[src/rtl/ov7670_dvp_emulator.sv]
// OV7670-style DVP camera transmitter: pclk/vsync/href plus RGB565 test patterns,
// with VGA frame timing scaled by parameters so it can stand in for the sensor.
module ov7670_dvp_emulator #(
  parameter int ACTIVE_COLUMNS = 640,
  parameter int ACTIVE_ROWS    = 480,
  parameter int H_BLANK_BYTES  = 288,
  parameter int VSYNC_LINES    = 3,
  parameter int V_BACK_LINES   = 17,
  parameter int V_FRONT_LINES  = 10
) (
  input  logic        clk_i,
  input  logic        reset_i,
  input  logic        enable_i,
  input  logic [1:0]  pattern_sel_i,
  output logic        pclk_o,
  output logic        vsync_o,
  output logic        href_o,
  output logic [7:0]  data_o,
  output logic        frame_done_o,
  output logic [15:0] frame_count_o
);

  localparam int LINE_BYTES   = 2 * ACTIVE_COLUMNS + H_BLANK_BYTES;
  localparam int ACTIVE_BYTES = 2 * ACTIVE_COLUMNS;
  localparam int BAR_WIDTH    = ACTIVE_COLUMNS / 8;

  typedef enum logic [2:0] {
    ST_IDLE   = 3'd0,
    ST_VSYNC  = 3'd1,
    ST_VBACK  = 3'd2,
    ST_ACTIVE = 3'd3,
    ST_VFRONT = 3'd4
  } state_t;

  state_t      state_r;
  logic [15:0] byte_cnt_r;
  logic [15:0] line_cnt_r;
  logic [1:0]  pattern_r;
  logic [15:0] state_lines_s;
  logic [15:0] pixel_x_s;
  logic [15:0] pixel_s;
  logic [2:0]  bar_s;
  logic [7:0]  byte_s;
  logic        last_byte_s;
  logic        last_line_s;
  logic        href_s;

  // Number of lines spent in the current state before moving on.
  always_comb begin
    state_lines_s = 16'd1;
    case (state_r)
      ST_VSYNC:  state_lines_s = 16'(VSYNC_LINES);
      ST_VBACK:  state_lines_s = 16'(V_BACK_LINES);
      ST_ACTIVE: state_lines_s = 16'(ACTIVE_ROWS);
      ST_VFRONT: state_lines_s = 16'(V_FRONT_LINES);
      default:   state_lines_s = 16'd1;
    endcase
  end

  assign last_byte_s = (byte_cnt_r == 16'(LINE_BYTES - 1));
  assign last_line_s = (line_cnt_r == (state_lines_s - 16'd1));
  assign href_s      = (state_r == ST_ACTIVE) && (byte_cnt_r < 16'(ACTIVE_BYTES));
  assign pixel_x_s   = {1'b0, byte_cnt_r[15:1]};
  assign bar_s       = 3'(pixel_x_s / 16'(BAR_WIDTH));

  // RGB565 colour of the pixel addressed by the counters, for the frame's latched pattern.
  always_comb begin
    pixel_s = 16'h0000;
    case (pattern_r)
      2'd0: begin
        case (bar_s)
          3'd0:    pixel_s = 16'hFFFF;
          3'd1:    pixel_s = 16'hFFE0;
          3'd2:    pixel_s = 16'h07FF;
          3'd3:    pixel_s = 16'h07E0;
          3'd4:    pixel_s = 16'hF81F;
          3'd5:    pixel_s = 16'hF800;
          3'd6:    pixel_s = 16'h001F;
          3'd7:    pixel_s = 16'h0000;
          default: pixel_s = 16'h0000;
        endcase
      end
      2'd1:    pixel_s = {pixel_x_s[9:5], pixel_x_s[9:4], pixel_x_s[9:5]};
      2'd2:    pixel_s = (pixel_x_s[5] ^ line_cnt_r[5]) ? 16'h0000 : 16'hFFFF;
      2'd3:    pixel_s = 16'hFFFF;
      default: pixel_s = 16'h0000;
    endcase
  end

  assign byte_s = byte_cnt_r[0] ? pixel_s[7:0] : pixel_s[15:8];

  // Pixel clock, frame sequencer and bus registers; bus fields change only on the
  // pclk falling edge so they are stable around the receiver's rising-edge sample.
  always_ff @(posedge clk_i or negedge reset_i) begin
    if (!reset_i) begin
      pclk_o        <= 1'b0;
      vsync_o       <= 1'b0;
      href_o        <= 1'b0;
      data_o        <= 8'h00;
      frame_done_o  <= 1'b0;
      frame_count_o <= 16'h0000;
      state_r       <= ST_IDLE;
      byte_cnt_r    <= 16'd0;
      line_cnt_r    <= 16'd0;
      pattern_r     <= 2'd0;
    end else begin
      pclk_o       <= ~pclk_o;
      frame_done_o <= 1'b0;
      if (pclk_o) begin
        vsync_o <= (state_r == ST_VSYNC);
        href_o  <= href_s;
        data_o  <= href_s ? byte_s : 8'h00;
        if (state_r == ST_IDLE) begin
          byte_cnt_r <= 16'd0;
          line_cnt_r <= 16'd0;
          if (enable_i) begin
            state_r   <= ST_VSYNC;
            pattern_r <= pattern_sel_i;
          end else begin
            state_r <= ST_IDLE;
          end
        end else if (!last_byte_s) begin
          byte_cnt_r <= byte_cnt_r + 16'd1;
        end else begin
          byte_cnt_r <= 16'd0;
          if (!last_line_s) begin
            line_cnt_r <= line_cnt_r + 16'd1;
          end else begin
            line_cnt_r <= 16'd0;
            case (state_r)
              ST_VSYNC:  state_r <= ST_VBACK;
              ST_VBACK:  state_r <= ST_ACTIVE;
              ST_ACTIVE: state_r <= ST_VFRONT;
              ST_VFRONT: begin
                frame_done_o  <= 1'b1;
                frame_count_o <= frame_count_o + 16'd1;
                if (enable_i) begin
                  state_r   <= ST_VSYNC;
                  pattern_r <= pattern_sel_i;
                end else begin
                  state_r <= ST_IDLE;
                end
              end
              default:   state_r <= ST_IDLE;
            endcase
          end
        end
      end
    end
  end

endmodule

[config.mk]
export PLATFORM = sky130hd
export DESIGN_NAME = ov7670_dvp_emulator
export DESIGN_NICKNAME = d
export VERILOG_FILES = /design/src/rtl/ov7670_dvp_emulator.sv
export SDC_FILE = /design/constraint.sdc
export NUM_CORES = 1
export LEC_CHECK = 0
export CAP_MARGIN = 40
export CORE_MARGIN = 1.5
export CORE_UTILIZATION = 50
export CTS_CLUSTER_SIZE = 8
export DETAILED_ROUTE_END_ITERATION = 8
export PLACE_DENSITY = 0.77
export RECOVER_POWER = 25
export SLEW_MARGIN = 10
export SYNTH_ARGS = -nofsm -noshare
export SYNTH_HDL_FRONTEND = slang
export SYNTH_SLANG_ARGS = --single-unit
[constraint.sdc]
create_clock -name clk_i -period 9.53 [get_ports clk_i]
set_input_delay 1.4295 -clock clk_i [delete_from_list [all_inputs] [get_ports clk_i]]
set_output_delay 1.4295 -clock clk_i [all_outputs]
set_load 0.01 [all_outputs]
==> flow_metrics.py <==
metrics = {
    "logic_synthesis": {
        "synth_seq_cells": 65,
        "ys.warnings.count": 0,
        "synth_edf_count": 0,
        "synth_top_area_cell": "dfrtp_1",
        "synthTopCellsByArea": "dfrtp_1 38%, xnor2_1 5.2%, xor2_1 4.6%",
        "post_synth.cell_area_avg_sq_um": 8.725,
        "yosysMostFrequentCell": "dfrtp_1",
        "ys.flop_type": "dfrtp_1",
        "synth.distinct_cells": 65,
        "netlist_area_sq_um": 4232,
        "yosysSeqAreaShare": 0.3844,
        "yosys-top-cells-count": "65 x dfrtp_1, 46 x nor2_1, 44 x nand2_1",
        "synth_async_sr_flop_share": 1.000,
        "netlist_instances": 485,
        "synth_top_area_share": 0.3844,
        "synth_nets": 495,
    },
    "worst_setup_path": {
        "r2r_cells": 15,
        "cp_data_required_time_ps": 9810,
        "worstSetupStartpointType": "register",
        "reg2reg_setup_slack_ps": 5250,
        "worstSetupPathType": "reg -> reg",
        "worstPathArrival_ps": 4550,
        "crit_fanout": 18,
        "endpoint_kind": "register",
    },
    "clock_tree": {
        "cts_resized": 0,
        "insertion_delay_ps": 350,
        "cts_made_buffers": 9,
        "cts_post_setup_buffers_inserted": 0,
        "cts_buffer_depth": 2,
        "cts-root-buf": "clkbuf_8",
        "ctsHoldBuffers": 0,
        "cts_sinks": 65,
        "htreeDepth": 3,
        "cts_tree": "done",
        "clkTransAtPathRegs_ps": 80,
    },
    "pwr": {
        "switching_share": 0.2391,
        "ir_drop_v": 0.00007522,
        "switchingPower_w": 0.0001264,
        "p_leak_nw": 1.990,
        "clkPwrFrac": 0.466,
        "combPwrFrac": 0.013,
        "p_int_w": 0.0004022,
        "sequentialPowerShare": 0.521,
        "p_per_area_nw_per_um2": 111.3,
    },
    "sta": {
        "finalWorstSetupSlack_ps": 5252,
        "hold_violations": 0,
        "finalMaxSlewViolations": 66,
        "max_freq_mhz": 233.8,
        "setup_viol": 0,
        "post-route-min-period_ps": 4278,
        "fin_tns_setup_ps": 0,
        "finClkSkew_ps": 8.980,
        "period_share": 0.4489,
        "rsz0062_at_grt": "no",
        "timing.slew.headroom": -1.292,
        "tightest_slew_ps": 3438,
    },
    "place": {
        "place_congestion": 0.8465,
        "io_buffers": 32,
        "detailed_place_hpwl_mm": 6.364,
        "dp_slack_ps": 5332,
        "post-place-cells": 592,
    },
    "finish": {
        "layoutNonFillerInstCount": 608,
        "drive_above_1_share": 0.06958,
        "n_fill_cell": 705,
        "area_growth_pct": 12.21,
        "final_nets": 508,
        "antenna_cells": 0,
    },
    "route": {
        "post_drt_via_cell_ratio": 5.993,
        "wirelength_mm": 9.231,
        "post-route-drc-count": 0,
        "wl_per_cell_um": 15.18,
        "dr_total_vias": 3644,
        "final_antenna_net_count": 0,
        "dr.pass1.iters": 7,
        "drt_iter0_markers": 240,
    },
    "die": {
        "num_rows": 33,
        "die_y_um": 95.00,
        "fp.coreArea_sq_um": 8217,
        "io-pin-count": 33,
        "die_x_um": 95.00,
        "start_util": 0.5150,
        "die_area_sq_um": 9024,
    },
    "global_routing": {
        "grt_max_degree": 66,
        "grt_pass1_vias": 3318,
        "antenna_found_initial": 0,
        "grt_usage": 0.2183,
        "overflow": 0,
        "grt_pass1_wl_mm": 15.55,
    },
    "worst_hold_path": {
        "hold_class": "reg -> reg",
        "hold_depth": 1,
    },
    "flow_run": {
        "maxCapViolCount": 1,
    },
    "outcome": {
        "failed_checks": "max-capacitance violations, max-slew violations",
        "status": "finished, violations left",
    },
}
## final timing paths
check / from / to
max: state_r[2] / frame_count_o[10]
min: byte_cnt_r[4] / byte_cnt_r[4]
max reg2reg: state_r[2] / frame_count_o[10]
min reg2reg: byte_cnt_r[4] / byte_cnt_r[4]
max in group asynchronous: reset_i / byte_cnt_r[14]
min in group asynchronous: reset_i / line_cnt_r[11]
## stage by stage
| stage | instance area, sq um | utilization | hold WS, ps | total power (W) |
|---|---|---|---|---|
| 2_1_floorplan | 4232 | - | 443.7 | 0.0002813 |
| 3_3_place_gp | 4546 | 0.5532 | 464.1 | 0.0002884 |
| 3_5_place_dp | 4546 | 0.5532 | 468.5 | 0.0002885 |
| 4_1_cts | 4752 | 0.5783 | 479.0 | 0.0005335 |
| 5_1_grt | 4748 | 0.5779 | 498.4 | 0.0005449 |
| 6_report | 4748 | 0.5779 | 476.7 | 0.0005285 |
## layout by cell type, fill, tap and decap left out, types with 7 or more instances in the layout
cell type | synthesis | layout
clkdlybuf4s50_1 | 0 | 31
nor2_1 | 46 | 46
xnor2_1 | 25 | 25
and3_1 | 11 | 11
o21ai_0 | 26 | 26
inv_1 | 16 | 16
xor2_1 | 22 | 22
nand2_1 | 44 | 44
nand4_1 | 17 | 17
nand3_1 | 24 | 24
a21oi_1 | 24 | 24
dfrtp_1 | 65 | 65
clkbuf_8 | 0 | 9
or3_1 | 12 | 12
nor3_1 | 12 | 12
nand2b_1 | 9 | 9
nor3b_1 | 7 | 7
## sequential cells by signal, summed over array words and instances (netlist names)
name / cells
pclk_o: 1
line_cnt_r: 16
frame_count_o: 16
vsync_o: 1
byte_cnt_r: 16
state_r: 3
frame_done_o: 1
pattern_r: 2
href_o: 1
data_o: 8
## per-layer routing
metal | vias up | track usage | share of wire | wire (um)
li1 | 1759 | - | - | -
met1 | 1791 | 0.3008 | 0.48 | 4393
met2 | 83 | 0.3440 | 0.47 | 4383
met3 | 11 | 0.03623 | 0.037 | 339
met4 | 0 | 0.08209 | 0.012 | 115
met5 | - | 0 | 0 | 0
## critical path, stage by stage (launching register included)
cell and delay [ps]:
dfrtp_1 660, and3b_1 270, a21o_1 170, ha_1 230, ha_1 300, nand2_1 100, a21oi_1 70, o32a_1 300
o221ai_1 210, nand4_1 310, nor3_1 610, nand3_1 190, nor2_1 270, nand3_1 190, nor2_1 160, xor2_1 160
## power by group through the flow
| stage | Sequential [W] | Combinational [W] | Clock, W |
|---|---|---|---|
| after CTS | 0.000276 | 0.00000743 | 0.000251 |
| after detailed placement | 0.000281 | 0.00000744 | 0 |
| after floorplan | 0.000281 | 0.000000144 | 0 |
| final | 0.000276 | 0.00000678 | 0.000246 |
| after global routing | 0.000276 | 0.00000813 | 0.000261 |
| after global placement | 0.000281 | 0.00000733 | 0 |
## cells by family (layout without fill, tap and decap cells)
logic type | after synthesis | after routing | synth area share
AND/OR/NAND/NOR | 207 | 207 | 0.2519
AO/OA/AOI/OAI | 102 | 102 | 0.1709
flip-flops | 65 | 65 | 0.3844
buffers and inverters | 49 | 67 | 0.05086
XOR/XNOR | 48 | 48 | 0.1011
multiplexers | 9 | 9 | 0.02602
adder cells (fa/ha/maj) | 5 | 5 | 0.01478
## final cells by class
type,instances,area (sq um),area share
Multi-Input combinational cell,371,2390,0.5033
Clock inverter,7,82.58,0.01739
Timing Repair Buffer,35,334.1,0.07036
Sequential cell,65,1627,0.3426
Tap cell,105,131.4,0.02767
Inverter,16,60.06,0.01265
Clock buffer,9,123.9,0.02609
Note: power is estimated with default switching activity, not from simulation.
